File: src/rtl/pattern_detector.sv
// Serial bit-pattern detector with selectable overlap handling and Moore/Mealy
// match output, plus a saturating match counter.
module pattern_detector #(
  parameter int unsigned                PATTERN_WIDTH = 4,
  parameter logic [PATTERN_WIDTH-1:0]   PATTERN       = 4'b0110,
  parameter int unsigned                OVERLAP       = 1,
  parameter int unsigned                MEALY         = 0,
  parameter int unsigned                COUNT_WIDTH   = 8
) (
  input  logic                   clock,
  input  logic                   reset_n,
  input  logic                   enable,
  input  logic                   clear,
  input  logic                   a,
  output logic                   y,
  output logic [COUNT_WIDTH-1:0] match_count
);

  localparam int unsigned FILL_W = $clog2(PATTERN_WIDTH + 1);
  localparam logic [FILL_W-1:0] FILL_MAX = FILL_W'(PATTERN_WIDTH);
  localparam logic [FILL_W-1:0] FILL_THR = FILL_W'(PATTERN_WIDTH - 1);

  logic [PATTERN_WIDTH-1:0] hist_q, hist_d;
  logic [FILL_W-1:0]        fill_q, fill_d;
  logic                     y_q, y_d;
  logic [COUNT_WIDTH-1:0]   cnt_q, cnt_d;
  logic [PATTERN_WIDTH-1:0] window;
  logic                     match;

  // The window includes the bit arriving this cycle, so a match is seen one
  // sample before it lands in the history register.
  assign window = {hist_q[PATTERN_WIDTH-2:0], a};
  assign match  = enable && !clear && (fill_q >= FILL_THR) && (window == PATTERN);

  always_comb begin
    hist_d = hist_q;
    fill_d = fill_q;
    y_d    = y_q;
    cnt_d  = cnt_q;
    if (clear) begin
      hist_d = '0;
      fill_d = '0;
      y_d    = 1'b0;
      cnt_d  = '0;
    end else if (enable) begin
      hist_d = window;
      y_d    = match;
      if (match && (OVERLAP == 0)) begin
        fill_d = '0;
      end else if (fill_q != FILL_MAX) begin
        fill_d = fill_q + FILL_W'(1);
      end
      if (match && (cnt_q != '1)) begin
        cnt_d = cnt_q + COUNT_WIDTH'(1);
      end
    end
  end

  always_ff @(posedge clock or negedge reset_n) begin
    if (!reset_n) begin
      hist_q <= '0;
      fill_q <= '0;
      y_q    <= 1'b0;
      cnt_q  <= '0;
    end else begin
      hist_q <= hist_d;
      fill_q <= fill_d;
      y_q    <= y_d;
      cnt_q  <= cnt_d;
    end
  end

  assign y           = (MEALY != 0) ? (match && reset_n) : y_q;
  assign match_count = cnt_q;

endmodule

File: config.mk
export PLATFORM = sky130hd
export DESIGN_NAME = pattern_detector
export DESIGN_NICKNAME = d
export VERILOG_FILES = /design/src/rtl/pattern_detector.sv
export SDC_FILE = /design/constraint.sdc
export NUM_CORES = 1
export LEC_CHECK = 0
export CAP_MARGIN = 5
export CORE_MARGIN = 5
export CORE_UTILIZATION = 50
export DETAILED_ROUTE_END_ITERATION = 8
export GPL_TIMING_DRIVEN = 1
export HOLD_SLACK_MARGIN = 0.02
export PLACE_DENSITY = 0.77
export SETUP_SLACK_MARGIN = 0.2
export SYNTH_ARGS = -nofsm -noshare
export SYNTH_HDL_FRONTEND = slang
export SYNTH_SLANG_ARGS = --single-unit
File: constraint.sdc
create_clock -name clock -period 2.6 [get_ports clock]
set_clock_uncertainty 0.15 [all_clocks]
set_input_delay 0.26 -clock clock [delete_from_list [all_inputs] [get_ports clock]]
set_output_delay 0.26 -clock clock [all_outputs]
set_load 0.1 [all_outputs]
==> impl_metrics.prom, run 1 <==
# TYPE chip_impl_metric gauge
chip_impl_metric{name="core-area",unit="mm2"} 0.00152
chip_impl_metric{name="grt_pass1_wl",unit="mm"} 2.67
chip_impl_metric{name="synth_cells",unit=""} 80
chip_impl_metric{name="least_setup_slack_across_all_paths_after_layout",unit="ns"} 0.483
chip_impl_metric{name="grt_max_degree",unit=""} 16
chip_impl_metric{name="mappedNetlistArea",unit="um2"} 815
chip_impl_metric{name="worst-slew-pin-transition",unit="ns"} 0.667
chip_impl_info{name="post_synth_main_area_contributors",value="sky130_fd_sc_hd__dfrtp_1 46%, sky130_fd_sc_hd__ha_1 6.1%, sky130_fd_sc_hd__a21oi_1 4.9%"} 1
chip_impl_info{name="cp_common_cell",value="sky130_fd_sc_hd__ha_1"} 1
chip_impl_metric{name="crit_cells",unit=""} 6
chip_impl_metric{name="fmaxAchievable",unit="MHz"} 472
chip_impl_metric{name="setup.reg_to_reg.worst_slack",unit="ns"} 0.48
chip_impl_metric{name="postSynthNetCount",unit=""} 89
chip_impl_metric{name="critPathMaxFanout",unit=""} 14
chip_impl_metric{name="synthesis.area_per_instance",unit="um2"} 10.2
chip_impl_metric{name="power_density",unit="mW/mm2"} 435
chip_impl_info{name="reg2reg_from",value="fill_q[0]"} 1
chip_impl_metric{name="peakVddDrop",unit="uV"} 373
chip_impl_info{name="rsz_0062_raised_after_global_routing",value="false"} 1
chip_impl_metric{name="dr_total_vias",unit=""} 671
chip_impl_metric{name="final.period_utilization",unit="%"} 81.4
chip_impl_metric{name="leak_pwr",unit="nW"} 0.457
chip_impl_metric{name="finalPower",unit="uW"} 424
chip_impl_metric{name="rows",unit=""} 14
chip_impl_metric{name="areaGrowthSynthToFinish",unit="%"} 19.5
chip_impl_metric{name="synthDominantCellAreaShare",unit="%"} 46.1
chip_impl_info{name="cells_along_the_critical_path",value="ha_1, ha_1, a211o_1, nand4b_2, or4_1, a21oi_1"} 1
chip_impl_metric{name="netlist-cell-type-count",unit=""} 31
chip_impl_metric{name="pre_cts_ws",unit="ns"} 0.353
chip_impl_metric{name="initialDrtViolationCount",unit=""} 10
chip_impl_metric{name="path_buf_inv",unit=""} 0
chip_impl_metric{name="cap_violations",unit=""} 0
chip_impl_metric{name="final_area",unit="um2"} 973
chip_impl_metric{name="post_cts_resized",unit=""} 0
chip_impl_metric{name="postCtsSetupBuffers",unit=""} 0
chip_impl_info{name="timing.hold.worst.class",value="in2async"} 1
chip_impl_metric{name="final_period_minus_worst_setup_slack",unit="ns"} 2.12
chip_impl_metric{name="synth.yosys.seq_area_share",unit="%"} 46.1
chip_impl_metric{name="tns",unit="ns"} 0
chip_impl_metric{name="post_route_cells_drive_above_1_share",unit="%"} 21.9
chip_impl_metric{name="antenna-diode-count",unit=""} 0
chip_impl_info{name="most_common_cell_after_layout_fill_and_taps_aside",value="sky130_fd_sc_hd__dfrtp_1"} 1
chip_impl_info{name="status",value="complete, no violations"} 1
chip_impl_info{name="criticalPathCategory",value="reg2reg"} 1
chip_impl_metric{name="cp_data_arrival_time",unit="ns"} 2.18
chip_impl_metric{name="hold_viol_final",unit=""} 0
chip_impl_metric{name="floorplan.die.width",unit="um"} 50.4
chip_impl_metric{name="critical_path.max_stage_delay",unit="ns"} 0.59
chip_impl_metric{name="total_global_routing_track_utilization",unit="%"} 13.6
chip_impl_metric{name="worst_skew_pair_later_pin_latency",unit="ns"} 0.29
chip_impl_metric{name="clockBufferDepth",unit=""} 2
chip_impl_metric{name="die-area",unit="mm2"} 0.00254
chip_impl_metric{name="ff2ff_path_depth",unit=""} 6
chip_impl_info{name="cpLargestDelayFamily",value="simple AND/OR/NAND/NOR gates"} 1
chip_impl_metric{name="cts.htree.levels",unit=""} 1
chip_impl_metric{name="port_buffers",unit=""} 13
chip_impl_metric{name="final_wtd_congestion",unit=""} 0.753
chip_impl_metric{name="report.final.slew_viol_count",unit=""} 0
chip_impl_metric{name="count_of_clock_tree_sinks",unit=""} 15
chip_impl_metric{name="routed_wirelength",unit="mm"} 1.66
chip_impl_metric{name="floorplan.die.height",unit="um"} 50.4
chip_impl_metric{name="detail_route.first_pass.iterations",unit=""} 4
chip_impl_metric{name="hpwl",unit="mm"} 1.18
chip_impl_info{name="r2r-end",value="match_count[5]"} 1
chip_impl_info{name="root_buffer",value="sky130_fd_sc_hd__clkbuf_4"} 1
chip_impl_metric{name="grt.overflow.total",unit=""} 0
chip_impl_metric{name="design.portCount",unit=""} 14
chip_impl_metric{name="detailed_place.area",unit="um2"} 943
chip_impl_metric{name="ys_ff_latch",unit=""} 15
chip_impl_metric{name="avg_wl_per_cell",unit="um"} 14.8
chip_impl_metric{name="antenna_left",unit=""} 0
chip_impl_metric{name="timing.max_slew.rel_slack",unit="%"} 55.4
chip_impl_metric{name="setup_viol_count_final",unit=""} 0
chip_impl_metric{name="hold_buffers",unit=""} 0
chip_impl_metric{name="fin_nets",unit=""} 106
chip_impl_info{name="mostFrequentLayoutCells",value="13 x sky130_fd_sc_hd__dfrtp_1, 11 x sky130_fd_sc_hd__buf_4, 8 x sky130_fd_sc_hd__a21oi_1, 8 x sky130_fd_sc_hd__nor2_1, 6 x sky130_fd_sc_hd__inv_1"} 1
chip_impl_metric{name="detail_route.drc_violations",unit=""} 0
chip_impl_metric{name="cts.reportedPaths.clkPinSlew",unit="ns"} 0.10
chip_impl_info{name="tritoncts",value="done"} 1
chip_impl_metric{name="yosysWarningCount",unit=""} 0
chip_impl_metric{name="antenna_violations_before_repair",unit=""} 0
chip_impl_info{name="worst_setup_path_end_kind",value="flop"} 1
chip_impl_info{name="worstSetupStartpointType",value="flop"} 1
chip_impl_metric{name="cp_data_required_time",unit="ns"} 2.66
chip_impl_info{name="critPathSlowestCell",value="sky130_fd_sc_hd__or4_1"} 1
chip_impl_info{name="netlist.top_cell.by_area",value="sky130_fd_sc_hd__dfrtp_1"} 1
chip_impl_metric{name="initial_utilization",unit="%"} 53.4
chip_impl_metric{name="vias_in_the_first_global_route",unit=""} 619
chip_impl_metric{name="drt-vias-per-instance",unit=""} 5.99
chip_impl_metric{name="clock_buffers_created_by_tritoncts",unit=""} 3
==> through the flow <==
step / hold WS [ns] / std cells / util (%)
detailed placement: 0.370 / 108 / 61.9
floorplan: -0.186 / 80 / -
global route: 0.241 / 112 / 63.9
CTS: 0.232 / 112 / 63.9
global placement: 0.370 / 108 / 61.9
finish: 0.210 / 112 / 63.9
==> how the worst max path moves through the flow <==
| stage | slack, ns | start | to |
|---|---|---|---|
| final | 0.48 | fill_q[0] | match_count[5] |
| after floorplan | 0.30 | match_count[2] | match_count[1] |
| after global placement | 0.40 | clear | match_count[6] |
| after detailed placement | 0.35 | a | match_count[5] |
| after global routing | 0.36 | fill_q[0] | match_count[6] |
| after CTS | 0.49 | fill_q[0] | match_count[4] |
==> flip-flops by register name, indices dropped and copies added, names as in the netlist <==
signal,flops
fill_q,3
hist_q,3
match_count,8
y,1
==> where the power goes <==
| group | internal (mW) | switching, mW | total [mW] |
|---|---|---|---|
| sequential | 0.239 | 0.00548 | 0.244 |
| combinational | 0.0187 | 0.0209 | 0.0396 |
| clock | 0.0586 | 0.0813 | 0.140 |
| total | 0.316 | 0.108 | 0.424 |
==> logic make-up after synthesis <==
group	count (synthesis)	share of synthesized area, %
DFF	15	46.1
buffers and inverters	9	4.76
AOI/OAI and AO/OA	20	16.1
and+or+nand+nor	27	20.7
xor gates and xnor gates	1	1.08
adders and majority gates	4	6.14
muxes	4	5.07
==> per-layer routing <==
layer,track usage (%),vias to the layer above,share of wire [%]
met5,0,-,0
met4,3.83,0,1.9
met3,7.40,6,6.0
met2,20.9,17,46
met1,16.5,320,46
li1,-,328,-
==> Yosys cell counts <==
cell                       count
sky130_fd_sc_hd__and4bb_1      1
sky130_fd_sc_hd__nand4b_2      1
sky130_fd_sc_hd__nor2b_1       1
sky130_fd_sc_hd__ha_1          4
sky130_fd_sc_hd__a31o_2        1
sky130_fd_sc_hd__nand4_1       1
sky130_fd_sc_hd__clkbuf_1      1
sky130_fd_sc_hd__nand2_1       3
sky130_fd_sc_hd__o31ai_1       4
sky130_fd_sc_hd__a21boi_0      1
sky130_fd_sc_hd__nor3_2        1
sky130_fd_sc_hd__and4b_1       1
sky130_fd_sc_hd__buf_4         1
sky130_fd_sc_hd__buf_2         1
sky130_fd_sc_hd__o21ai_0       2
sky130_fd_sc_hd__or4_1         3
sky130_fd_sc_hd__inv_1         6
sky130_fd_sc_hd__and4_1        1
sky130_fd_sc_hd__nor2_1        8
sky130_fd_sc_hd__xnor2_1       1
sky130_fd_sc_hd__o311ai_0      1
sky130_fd_sc_hd__dfrtp_1      15
sky130_fd_sc_hd__nand3_1       2
sky130_fd_sc_hd__mux2i_1       3
sky130_fd_sc_hd__a21oi_1       8
sky130_fd_sc_hd__a211o_1       1
sky130_fd_sc_hd__o41ai_1       2
sky130_fd_sc_hd__or3_1         2
sky130_fd_sc_hd__nand2b_1      1
sky130_fd_sc_hd__mux2_2        1
sky130_fd_sc_hd__nand3b_1      1
==> cell type report <==
class	count	area (um2)
Inverter	6	22.5
Sequential cell	15	378
Fill cell	139	551
Clock inverter	1	7.51
Clock buffer	3	22.5
Tap cell	16	20.0
Timing Repair Buffer	15	123
Multi-Input combinational cell	56	400
Power figures use the tool's default switching activity.
==> run 2, diff against run 1 <==
==> constraint.sdc (replaced) <==
create_clock -name clock -period 2.12 [get_ports clock]
set_clock_uncertainty 0.15 [all_clocks]
set_input_delay 0.212 -clock clock [delete_from_list [all_inputs] [get_ports clock]]
set_output_delay 0.212 -clock clock [all_outputs]
set_load 0.1 [all_outputs]
==> impl_metrics.prom, run 2 (same netlist as run 1, synthesis figures left out) <==
# TYPE chip_impl_metric gauge
chip_impl_metric{name="report.final.slew_viol_count",unit=""} 0
chip_impl_metric{name="cap_violations",unit=""} 0
chip_impl_info{name="cells_along_the_critical_path",value="ha_2, ha_4, a211o_4, nand4b_4, buf_4, o311ai_1, o31ai_1"} 1
chip_impl_metric{name="core-area",unit="mm2"} 0.00152
chip_impl_info{name="mostFrequentLayoutCells",value="17 x sky130_fd_sc_hd__buf_4, 8 x sky130_fd_sc_hd__nor2_1, 7 x sky130_fd_sc_hd__dfrtp_1, 6 x sky130_fd_sc_hd__inv_1, 6 x sky130_fd_sc_hd__dfrtp_2"} 1
chip_impl_metric{name="antenna-diode-count",unit=""} 0
chip_impl_metric{name="grt_pass1_wl",unit="mm"} 3.11
chip_impl_metric{name="count_of_clock_tree_sinks",unit=""} 15
chip_impl_metric{name="met2RoutedLength",unit="um"} 999
chip_impl_info{name="timing.hold.worst.class",value="in2async"} 1
chip_impl_metric{name="cp_data_arrival_time",unit="ns"} 1.88
chip_impl_metric{name="hold_viol_final",unit=""} 0
chip_impl_metric{name="peakVddDrop",unit="uV"} 398
chip_impl_metric{name="dr_total_vias",unit=""} 734
chip_impl_metric{name="routed_wirelength",unit="mm"} 1.99
chip_impl_metric{name="total_global_routing_track_utilization",unit="%"} 15.5
chip_impl_metric{name="met3RoutedLength",unit="um"} 138
chip_impl_metric{name="die-area",unit="mm2"} 0.00254
chip_impl_metric{name="vias_in_the_first_global_route",unit=""} 697
chip_impl_metric{name="initial_utilization",unit="%"} 53.4
chip_impl_metric{name="hold_buffers",unit=""} 0
chip_impl_metric{name="final.period_utilization",unit="%"} 88.6
chip_impl_metric{name="final_wtd_congestion",unit=""} 0.856
chip_impl_metric{name="final_period_minus_worst_setup_slack",unit="ns"} 1.88
chip_impl_metric{name="drt-vias-per-instance",unit=""} 6.17
chip_impl_metric{name="avg_wl_per_cell",unit="um"} 16.7
chip_impl_metric{name="setup_viol_count_final",unit=""} 0
chip_impl_metric{name="cts.reportedPaths.clkPinSlew",unit="ns"} 0.10
chip_impl_metric{name="detail_route.drc_violations",unit=""} 0
chip_impl_metric{name="worst_skew_pair_later_pin_latency",unit="ns"} 0.28
chip_impl_metric{name="clock_buffers_created_by_tritoncts",unit=""} 3
chip_impl_info{name="tritoncts",value="done"} 1
chip_impl_metric{name="leak_pwr",unit="nW"} 0.534
chip_impl_info{name="root_buffer",value="sky130_fd_sc_hd__clkbuf_4"} 1
chip_impl_metric{name="multi_input_comb_area",unit="um2"} 498
chip_impl_metric{name="antenna_left",unit=""} 0
chip_impl_metric{name="grt.overflow.total",unit=""} 0
chip_impl_metric{name="grt_max_degree",unit=""} 16
chip_impl_info{name="critPathSlowestCell",value="sky130_fd_sc_hd__dfrtp_1"} 1
chip_impl_info{name="highest-signal-layer",value="met4"} 1
chip_impl_metric{name="drt-met1-wl",unit="um"} 837
chip_impl_metric{name="min_hold_slack",unit="ns"} 0.190
chip_impl_metric{name="antenna_violations_before_repair",unit=""} 0
chip_impl_metric{name="finalPower",unit="uW"} 532
chip_impl_metric{name="cts.htree.levels",unit=""} 1
chip_impl_info{name="worst_setup_path_end_kind",value="flop"} 1
chip_impl_metric{name="initialDrtViolationCount",unit=""} 24
chip_impl_metric{name="hpwl",unit="mm"} 1.22
chip_impl_info{name="worstSetupStartpointType",value="flop"} 1
chip_impl_metric{name="critPathMaxFanout",unit=""} 5
chip_impl_metric{name="floorplan.die.width",unit="um"} 50.4
chip_impl_metric{name="detail_route.first_pass.iterations",unit=""} 4
chip_impl_metric{name="clockBufferDepth",unit=""} 2
chip_impl_metric{name="worst-slew-pin-transition",unit="ns"} 0.697
chip_impl_metric{name="critical_path.max_stage_delay",unit="ns"} 0.39
chip_impl_metric{name="rows",unit=""} 14
chip_impl_metric{name="timing.max_slew.rel_slack",unit="%"} 53.4
chip_impl_info{name="most_common_cell_after_layout_fill_and_taps_aside",value="sky130_fd_sc_hd__buf_4"} 1
chip_impl_metric{name="fillCellCount",unit=""} 104
chip_impl_metric{name="final-seq-area",unit="um2"} 390
chip_impl_info{name="rsz_0062_raised_after_global_routing",value="true"} 1
chip_impl_metric{name="power_density",unit="mW/mm2"} 472
chip_impl_metric{name="design.portCount",unit=""} 14
chip_impl_info{name="status",value="complete, no violations"} 1
chip_impl_metric{name="areaGrowthSynthToFinish",unit="%"} 38.2
chip_impl_metric{name="fin_nets",unit=""} 113
chip_impl_info{name="criticalPathCategory",value="reg2reg"} 1
chip_impl_metric{name="ff2ff_path_depth",unit=""} 7
chip_impl_metric{name="floorplan.die.height",unit="um"} 50.4
chip_impl_metric{name="largest_register_ffs",unit=""} 8
chip_impl_metric{name="post_route_cells_drive_above_1_share",unit="%"} 44.7
chip_impl_metric{name="fmaxAchievable",unit="MHz"} 532
chip_impl_metric{name="port_buffers",unit=""} 13
chip_impl_metric{name="cp_data_required_time",unit="ns"} 2.12
chip_impl_metric{name="tns",unit="ns"} 0
run 2: critical path, delay by kind of cell (launching register included):
family | cells | cell delay (ns)
buf+inv | 1 | 0.17
flops | 1 | 0.39
simple gates | 1 | 0.14
fa+ha+maj | 2 | 0.32
compound gates | 3 | 0.58
run 2: power by group:
group | leakage [nW] | internal (mW) | total [mW] | switching [mW]
sequential | 0.193 | 0.293 | 0.299 | 0.00643
combinational | 0.324 | 0.0310 | 0.0642 | 0.0332
clock | 0.0177 | 0.0699 | 0.168 | 0.0985
run 2: final timing paths:
kind                            from        endpoint  slack (ns)
setup / recovery           fill_q[1]  match_count[2]        0.24
hold / removal               reset_n       fill_q[2]        0.19
setup reg to reg           fill_q[1]  match_count[2]        0.24
hold reg to reg                    y               y        0.40
max in group asynchronous    reset_n  match_count[1]        1.12
min in group clock                 y               y        0.40
run 2: stage by stage:
stage | area [um2] | cells | setup slack [ns] | util, %
3_5_place_dp | 982 | 110 | -0.0306 | 64.4
5_1_grt | 1130 | 119 | 0.153 | 73.9
3_3_place_gp | 982 | 110 | 0.00835 | 64.4
6_report | 1130 | 119 | 0.241 | 73.9
2_1_floorplan | 841 | 80 | 0.189 | -
4_1_cts | 1040 | 117 | 0.208 | 68.3
run 2: final cells by class:
cell class / count / area share, %
multi-input cells: 57 / 44.2
flip-flops and latches: 15 / 34.7
repair buffers: 21 / 14.9
clock buffers: 3 / 2.00
inverters: 6 / 2.00
well taps: 16 / 1.78
clock inverters: 1 / 0.444
run 2: metal layers:
layer | global-route usage (%) | vias to the layer above
met5 | 0 | -
met4 | 5.11 | 0
met3 | 4.44 | 2
met2 | 25.5 | 33
met1 | 19.4 | 352
li1 | - | 347
run 2: repair_timing:
| item | in CTS | in global routing |
|---|---|---|
| endpoints found under the setup margin | 6 | 6 |
| resized for setup | 1 | 13 |
| cloned | 0 | 1 |
| pin swaps | 2 | 5 |
| setup buffers | 3 | 1 |
